[config.mk]
export PLATFORM = sky130hd
export DESIGN_NAME = rc4_decrypt_core
export DESIGN_NICKNAME = d
export VERILOG_FILES = /design/src/rtl/rc4_decrypt_core.sv
export SDC_FILE = /design/constraint.sdc
export NUM_CORES = 1
export LEC_CHECK = 0
export BUFFER_PORTS_ARGS = -buffer_cell sky130_fd_sc_hd__buf_2
export CAP_MARGIN = 0
export CORE_ASPECT_RATIO = 2
export CORE_MARGIN = 3
export CORE_UTILIZATION = 25
export CTS_BUF_LIST = sky130_fd_sc_hd__clkbuf_4
export CTS_CLUSTER_DIAMETER = 50
export DETAILED_ROUTE_END_ITERATION = 6
export HOLD_SLACK_MARGIN = 0.08
export PLACE_DENSITY = 0.42
export SLEW_MARGIN = 20
export SYNTH_ARGS = -nofsm -noshare
export SYNTH_HDL_FRONTEND = slang
export SYNTH_SLANG_ARGS = --single-unit
export TNS_END_PERCENT = 50
[constraint.sdc]
create_clock -name clk -period 3.7 [get_ports clk]
set_input_delay 0.74 -clock clk [delete_from_list [all_inputs] [get_ports clk]]
set_output_delay 0.74 -clock clk [all_outputs]
set_load 0.01 [all_outputs]
[src/rtl/rc4_decrypt_core.sv]
// RC4 keystream (PRGA) + XOR stage: swaps through S RAM, decrypts the message ROM into the dec RAM.
// Build option: define CHECK_CHARS_EN to abort on plaintext outside a..z / space.
module rc4_decrypt_core #(
    parameter int MSG_LEN = 32,
    parameter int MSG_AW  = 5
) (
    input  logic              clk,
    input  logic              reset,
    input  logic              start,
    output logic [7:0]        s_address,
    output logic [7:0]        s_data,
    output logic              s_wren,
    input  logic [7:0]        s_q,
    output logic [MSG_AW-1:0] rom_address,
    input  logic [7:0]        rom_q,
    output logic [MSG_AW-1:0] dec_address,
    output logic [7:0]        dec_data,
    output logic              dec_wren,
    output logic [7:0]        decrypted_byte,
    output logic              busy,
    output logic              done,
    output logic              fail
);

`ifdef CHECK_CHARS_EN
    localparam bit CHECK_EN = 1'b1;
`else
    localparam bit CHECK_EN = 1'b0;
`endif

    localparam logic [MSG_AW:0] K_LAST = (MSG_AW+1)'(MSG_LEN - 1);
    localparam logic [MSG_AW:0] K_ONE  = (MSG_AW+1)'(1);

    typedef enum logic [3:0] {
        IDLE, READ_SI, WAIT_SI, CAP_SI, READ_SJ, WAIT_SJ, CAP_SJ,
        WRITE_SI, WRITE_SJ, READ_F, WAIT_F, CAP_F, WRITE_DEC, CHECK,
        DONE, FAIL
    } state_t;

    function automatic logic is_legal(input logic [7:0] b);
        return ((b >= 8'h61) && (b <= 8'h7A)) || (b == 8'h20);
    endfunction

    state_t            state_q;
    logic [7:0]        i_q, j_q, si_q, sj_q, f_q;
    logic [MSG_AW:0]   k_q;
    logic [7:0]        s_address_q, s_data_q, dec_data_q, decrypted_byte_q;
    logic [MSG_AW-1:0] rom_address_q, dec_address_q;
    logic              s_wren_q, dec_wren_q, busy_q, done_q, fail_q;
    logic [7:0]        f_d;

    assign f_d = s_q ^ rom_q;

    // Every output is registered: a state's drive becomes visible the cycle after
    // that state, which is why each RAM read is followed by a WAIT state.
    always_ff @(posedge clk or posedge reset) begin
        if (reset) begin
            state_q          <= IDLE;
            i_q              <= '0;
            j_q              <= '0;
            k_q              <= '0;
            si_q             <= '0;
            sj_q             <= '0;
            f_q              <= '0;
            s_address_q      <= '0;
            s_data_q         <= '0;
            s_wren_q         <= 1'b0;
            rom_address_q    <= '0;
            dec_address_q    <= '0;
            dec_data_q       <= '0;
            dec_wren_q       <= 1'b0;
            decrypted_byte_q <= '0;
            busy_q           <= 1'b0;
            done_q           <= 1'b0;
            fail_q           <= 1'b0;
        end else begin
            s_wren_q   <= 1'b0;
            dec_wren_q <= 1'b0;
            done_q     <= 1'b0;
            fail_q     <= 1'b0;
            case (state_q)
                IDLE: begin
                    if (start) begin
                        i_q     <= '0;
                        j_q     <= '0;
                        k_q     <= '0;
                        busy_q  <= 1'b1;
                        state_q <= READ_SI;
                    end
                end
                READ_SI: begin
                    i_q         <= i_q + 8'd1;
                    s_address_q <= i_q + 8'd1;
                    state_q     <= WAIT_SI;
                end
                WAIT_SI: state_q <= CAP_SI;
                CAP_SI: begin
                    si_q    <= s_q;
                    j_q     <= j_q + s_q;
                    state_q <= READ_SJ;
                end
                READ_SJ: begin
                    s_address_q <= j_q;
                    state_q     <= WAIT_SJ;
                end
                WAIT_SJ: state_q <= CAP_SJ;
                CAP_SJ: begin
                    sj_q    <= s_q;
                    state_q <= WRITE_SI;
                end
                // When i == j both writes hit one address; the later one (si) lands last.
                WRITE_SI: begin
                    s_address_q <= i_q;
                    s_data_q    <= sj_q;
                    s_wren_q    <= 1'b1;
                    state_q     <= WRITE_SJ;
                end
                WRITE_SJ: begin
                    s_address_q <= j_q;
                    s_data_q    <= si_q;
                    s_wren_q    <= 1'b1;
                    state_q     <= READ_F;
                end
                READ_F: begin
                    s_address_q   <= si_q + sj_q;
                    rom_address_q <= k_q[MSG_AW-1:0];
                    state_q       <= WAIT_F;
                end
                WAIT_F: state_q <= CAP_F;
                CAP_F: begin
                    f_q     <= f_d;
                    state_q <= WRITE_DEC;
                end
                WRITE_DEC: begin
                    dec_address_q    <= k_q[MSG_AW-1:0];
                    dec_data_q       <= f_q;
                    dec_wren_q       <= 1'b1;
                    decrypted_byte_q <= f_q;
                    state_q          <= CHECK;
                end
                CHECK: begin
                    if (CHECK_EN && !is_legal(f_q)) begin
                        fail_q  <= 1'b1;
                        state_q <= FAIL;
                    end else if (k_q == K_LAST) begin
                        done_q  <= 1'b1;
                        state_q <= DONE;
                    end else begin
                        k_q     <= k_q + K_ONE;
                        state_q <= READ_SI;
                    end
                end
                DONE, FAIL: begin
                    busy_q  <= 1'b0;
                    state_q <= IDLE;
                end
                default: state_q <= IDLE;
            endcase
        end
    end

    assign s_address      = s_address_q;
    assign s_data         = s_data_q;
    assign s_wren         = s_wren_q;
    assign rom_address    = rom_address_q;
    assign dec_address    = dec_address_q;
    assign dec_data       = dec_data_q;
    assign dec_wren       = dec_wren_q;
    assign decrypted_byte = decrypted_byte_q;
    assign busy           = busy_q;
    assign done           = done_q;
    assign fail           = CHECK_EN & fail_q;

endmodule

Word level (Yosys, flattened, before mapping)
Index checks and enable logic that the tools add are counted.
{"block": "word_totals", "regBits": 88, "latchBits": 0, "ramBits": 0, "rom_bits": 0, "input_bits": 19, "output_inout_bits": 47, "elab_cells": 70, "mem_count": 0}
{"block": "classes", "addsub": 4, "mul": 0, "n_div": 0, "magnitude_cmp": 0, "n_eq_ne": 18, "shift": 0, "muxes": 17, "n_bitwise": 1, "n_reduce_logical": 14}
{"cell": "4-bit one-hot mux with 15 select lines", "n": 1}
{"cell": "8-bit one-hot mux with 2 select lines", "n": 3}
{"cell": "4-bit == test, second input constant", "n": 8}
{"cell": "8-bit one-hot mux with 4 select lines", "n": 1}
{"cell": "8-bit adder", "n": 2}
{"cell": "4-bit by 3-bit == test with 1-bit output, second input constant", "n": 4}
{"cell": "6-bit two-way mux", "n": 2}
{"cell": "6-bit one-hot mux with 2 select lines", "n": 1}
{"cell": "2-bit nonzero test", "n": 5}
{"cell": "8-bit by 1-bit adder with 8-bit output, second input constant", "n": 1}
{"cell": "4-bit by 2-bit == test with 1-bit output, second input constant", "n": 2}
{"cell": "4-bit two-way mux", "n": 2}
{"cell": "8-bit two-way mux", "n": 1}
{"cell": "8-bit XOR", "n": 1}
{"cell": "6-bit by 1-bit adder with 6-bit output, second input constant", "n": 1}
{"cell": "6-bit by 5-bit == test with 1-bit output, second input constant", "n": 1}
{"cell": "2-bit AND reduction", "n": 3}
{"cell": "2-bit OR reduction", "n": 3}
{"cell": "1-bit two-way mux", "n": 5}
{"cell": "4-bit by 1-bit == test with 1-bit output, second input constant", "n": 1}
{"cell": "4-bit zero test", "n": 1}
{"cell": "2-bit inequality test, second input constant", "n": 2}
{"cell": "4-bit nonzero test", "n": 1}
{"cell": "3-bit AND reduction", "n": 1}
{"cell": "1-bit one-hot mux with 2 select lines", "n": 1}

Depth between registers and ports, before layout
{"block": "depth", "ltp_word": 4, "ltp_mapped": 7, "ltp_nobuf": 7}

Worst setup path before layout
Ideal clock, no wire load.
{"block": "synth_timing", "path_kind": "input port to flip-flop", "start": "input port s_q[0]", "end": "register j_q[6]", "setup_time_ns": 0.127, "t_arrival_ns": 2.029, "t_required_ns": 3.573, "setup_slack_ns": 1.544, "path_stages": 7, "n_path_buf": 0, "path_cell_list": "ha_1 -> fa_1 -> a21o_1 -> a21oi_1 -> o21bai_1 -> mux2i_1 -> nand3_1"}
{"block": "synth_between", "elab_chain_cells": 2}
{"element": "start: declaration", "line": "13", "text": "input logic [7:0] s_q,"}
{"element": "8-bit adder", "line": "99", "text": "j_q <= j_q + s_q;"}
{"element": "8-bit one-hot mux with 2 select lines", "line": "81", "text": "case (state_q)"}
{"element": "end signal: assignment", "line": "99"}
{"element": "end: declaration", "line": "45", "text": "logic [7:0] i_q, j_q, si_q, sj_q, f_q;"}
No other way between the ends.
A chain may end at the register's enable or synchronous reset.

Worst setup path after layout
{"block": "layout_timing", "start": "register state_q[0]", "end": "register i_q[2]"}
{"block": "layout_between", "elab_chain_cells": 3, "elab_cells_between_ends": 6, "cone_classes": "eq/ne: 2; mux: 1; reduce/logical: 3"}
{"element": "start: declaration", "line": "44", "text": "state_t state_q;"}
{"element": "start signal: assignment", "line": "58", "text": "state_q <= IDLE;"}
{"element": "start signal: assignment", "line": "88", "text": "state_q <= READ_SI;"}
{"element": "start signal: assignment", "line": "94", "text": "state_q <= WAIT_SI;"}
{"element": "4-bit by 1-bit == test with 1-bit output or 4-bit zero test (tied branches)", "line": "81"}
{"element": "2-bit nonzero test (no line) or 2-bit inequality test (tied branches)"}
{"element": "2-bit AND reduction (no line)"}
{"element": "end signal: assignment", "line": "92", "text": "i_q <= i_q + 8'd1;"}
{"element": "end: declaration", "line": "45"}
Parallel ways exist; a longest one is shown, timed or not.

==> results.json <==
{
  "setup_violations": 0,
  "crit_arrival_ns": 2.70,
  "clk_pin_slew_worst_paths_ns": 0.16,
  "layout_commonest_cell": "dfrtp_1",
  "crit_family": "simple AND/OR/NAND/NOR gates",
  "ys_seq_area_share_pct": 47.6,
  "grt_overflow_total": 0,
  "reg2reg_depth": 5,
  "r2r-end": "i_q[2]",
  "ys_ff_latch": 88,
  "die_y_um": 198,
  "synth_warnings": 0,
  "power_w": 0.00414,
  "grt_max_degree": 54,
  "p_leak_nw": 2.49,
  "viasPerCell": 4.86,
  "p_per_area_nw_per_um2": 790,
  "critPathLaunch": "state_q[0]",
  "clock_sinks": 88,
  "clock_skew_ns": 0.0258,
  "dieArea_um2": 20300,
  "cts.root.buffer_cell": "clkbuf_4",
  "synth_area_um2": 4630,
  "slew_viol_final": 0,
  "pwr-share-clk_pct": 13.7,
  "synth_area_leaders": "dfrtp_1 (48%), mux2_2 (6.3%), nand2_1 (5.0%)",
  "io_buffers": 64,
  "place_ws_ns": 1.29,
  "cts_hold_buffers": 0,
  "antenna_left": 0,
  "wl_met3_um": 383,
  "m1WireLength_um": 4730,
  "period_needed_ns": 2.32,
  "cts_tree": "done",
  "finalNetCount": 534,
  "yosysUniqueCellTypes": 65,
  "combPwrFrac_pct": 44.8,
  "synth_edf_count": 0,
  "status": "finished clean",
  "syn_nets": 480,
  "firstDrtPassIters": 4,
  "critPathKind": "flop to flop",
  "io_pins": 66,
  "start_util_pct": 25.8,
  "r2r-start": "state_q[0]",
  "crit_cells": 5,
  "cts_made_buffers": 9,
  "hold_violations": 0,
  "clk_latency_ns": 0.49,
  "slew_headroom_pct": 40.5,
  "finalCritPeriodShare_pct": 62.7,
  "crit_chain": "nand2b_4, nor3_1, nor2_2, o21ai_0, nand2b_1",
  "post_cts_buffers": 0,
  "place_congestion": 0.794,
  "p_int_w": 0.00236,
  "cp-endpoint": "i_q[2]",
  "yosysTopAreaCellShare_pct": 47.6,
  "max-cap-violations": 0,
  "max_freq_ghz": 0.431,
  "num_vias": 3483,
  "avgRoutedWirePerCell_um": 18.4,
  "start_kind": "flop",
  "async_reset_ff_share_pct": 100,
  "cp_max_fo": 16,
  "tns_ns": 0,
  "grt_usage_pct": 13.8,
  "rsz0062_at_grt": "no",
  "area_growth_pct": 13.1,
  "yosysTopAreaCell": "dfrtp_1",
  "grt_pass1_vias": 3683,
  "critPathRequiredTime_ns": 4.08,
  "p_sw_w": 0.00178,
  "swShare_pct": 43.0,
  "cp_num_buf_inv": 0,
  "antenna_found_initial": 1,
  "hold_ws_ns": 0.360,
  "rows": 69,
  "dpl.hpwl_um": 10100,
  "syn_inst": 443,
  "cts_resized": 0,
  "fin_ws_ns": 1.38,
  "core_area_um2": 18000,
  "wl_um": 13200,
  "worstMarginPinSlew_ns": 0.885,
  "fin_cells": 716,
  "crit_path_end_kind": "flop",
  "drive_gt1_share_pct": 25.3,
  "worst_path_max_delay_cell": "dfrtp_1",
  "grt_pass1_wl_um": 20800,
  "met2_length_um": 7600,
  "placed_cells": 699,
  "top_layer": "met4",
  "final_cell_mix": "dfrtp_1 (88), buf_2 (64), nand2_1 (62)",
  "seq_power_share_pct": 41.5,
  "hp-class": "input pin to asynchronous set/reset pin",
  "die_x_um": 102,
  "critPathMaxStageDelay_ns": 0.85,
  "ir_drop_mv": 0.205,
  "drc_errors": 0,
  "htree_levels": 3,
  "postSynthAreaPerCell_um2": 10.4,
  "rrSetupSlack_ns": 1.38,
  "ys.flop_type": "dfrtp_1",
  "drt-initial-drc-count": 112,
  "clock_path_buffers": 2
}
through the flow:
stage	instance area (um^2)	utilization (%)
detailed placement	5090	28.3
floorplan	4630	-
global placement	5090	28.3
CTS	5230	29.1
global route	5240	29.2
finish	5240	29.2
cell type report:
type / count / area, um^2
clock inverter: 6 / 60.1
timing repair buffer: 68 / 363
tap: 213 / 267
fill: 1928 / 12700
clock buffer: 10 / 75.1
antenna: 1 / 2.50
inverter: 5 / 21.3
sequential: 88 / 2200
multi-input combinational: 325 / 2240
how the worst min path moves through the flow:
stage	end	cells after the start
4_1_cts	k_q[4]	2
6_report	k_q[1]	2
3_5_place_dp	f_q[1]	2
3_3_place_gp	f_q[1]	2
5_1_grt	k_q[4]	2
2_1_floorplan	j_q[7]	1
cells in the mapped netlist, types with 5 or more instances:
cell	number
buf_4	14
nand3_1	20
nor2_1	21
mux2i_1	11
xor2_1	8
a21oi_1	15
buf_2	5
mux2_2	26
inv_1	5
nand2_1	62
xnor2_1	16
o21ai_0	33
ha_1	16
dfrtp_1	88
a21o_1	8
nor3_1	7
logic make-up (layout without fill, tap and decap cells):
family | count (synthesis) | count (layout) | share of synthesized area [%]
and+or+nand+nor | 145 | 145 | 15.7
AOI/OAI and AO/OA | 100 | 100 | 14.2
DFF | 88 | 88 | 47.6
muxes | 37 | 37 | 8.71
buffers and inverters | 30 | 89 | 4.03
xor gates and xnor gates | 24 | 24 | 4.54
adders and majority gates | 18 | 18 | 5.19
other | 1 | 2 | 0.0810
per-layer routing:
layer / up-vias / GRT usage [%]
met5: - / 0
met4: 0 / 7.49
met3: 23 / 2.00
met2: 65 / 25.9
met1: 1727 / 14.2
li1: 1668 / -
power groups by stage:
stage / combinational (W) / clock [W] / sequential [W]
floorplan: 0.00140 / 0 / 0.00164
global placement: 0.00187 / 0 / 0.00173
detailed placement: 0.00188 / 0 / 0.00174
CTS: 0.00189 / 0.000595 / 0.00172
global route: 0.00208 / 0.000639 / 0.00178
finish: 0.00185 / 0.000568 / 0.00172
worst reg2reg max path, stage by stage (launching register included):
cell      delay, ns
dfrtp_1        0.85
nand2b_4       0.17
nor3_1         0.71
nor2_2         0.22
o21ai_0        0.21
nand2b_1       0.07
state kept, by name, indices dropped and copies added (netlist names):
register,cells
i_q,8
done,1
dec_wren,1
j_q,8
state_q,4
busy,1
s_address,8
sj_q,8
s_data,8
si_q,8
dec_address,5
decrypted_byte,8
f_q,8
k_q,6
s_wren,1
rom_address,5
Note: power is estimated with default switching activity, not from simulation.
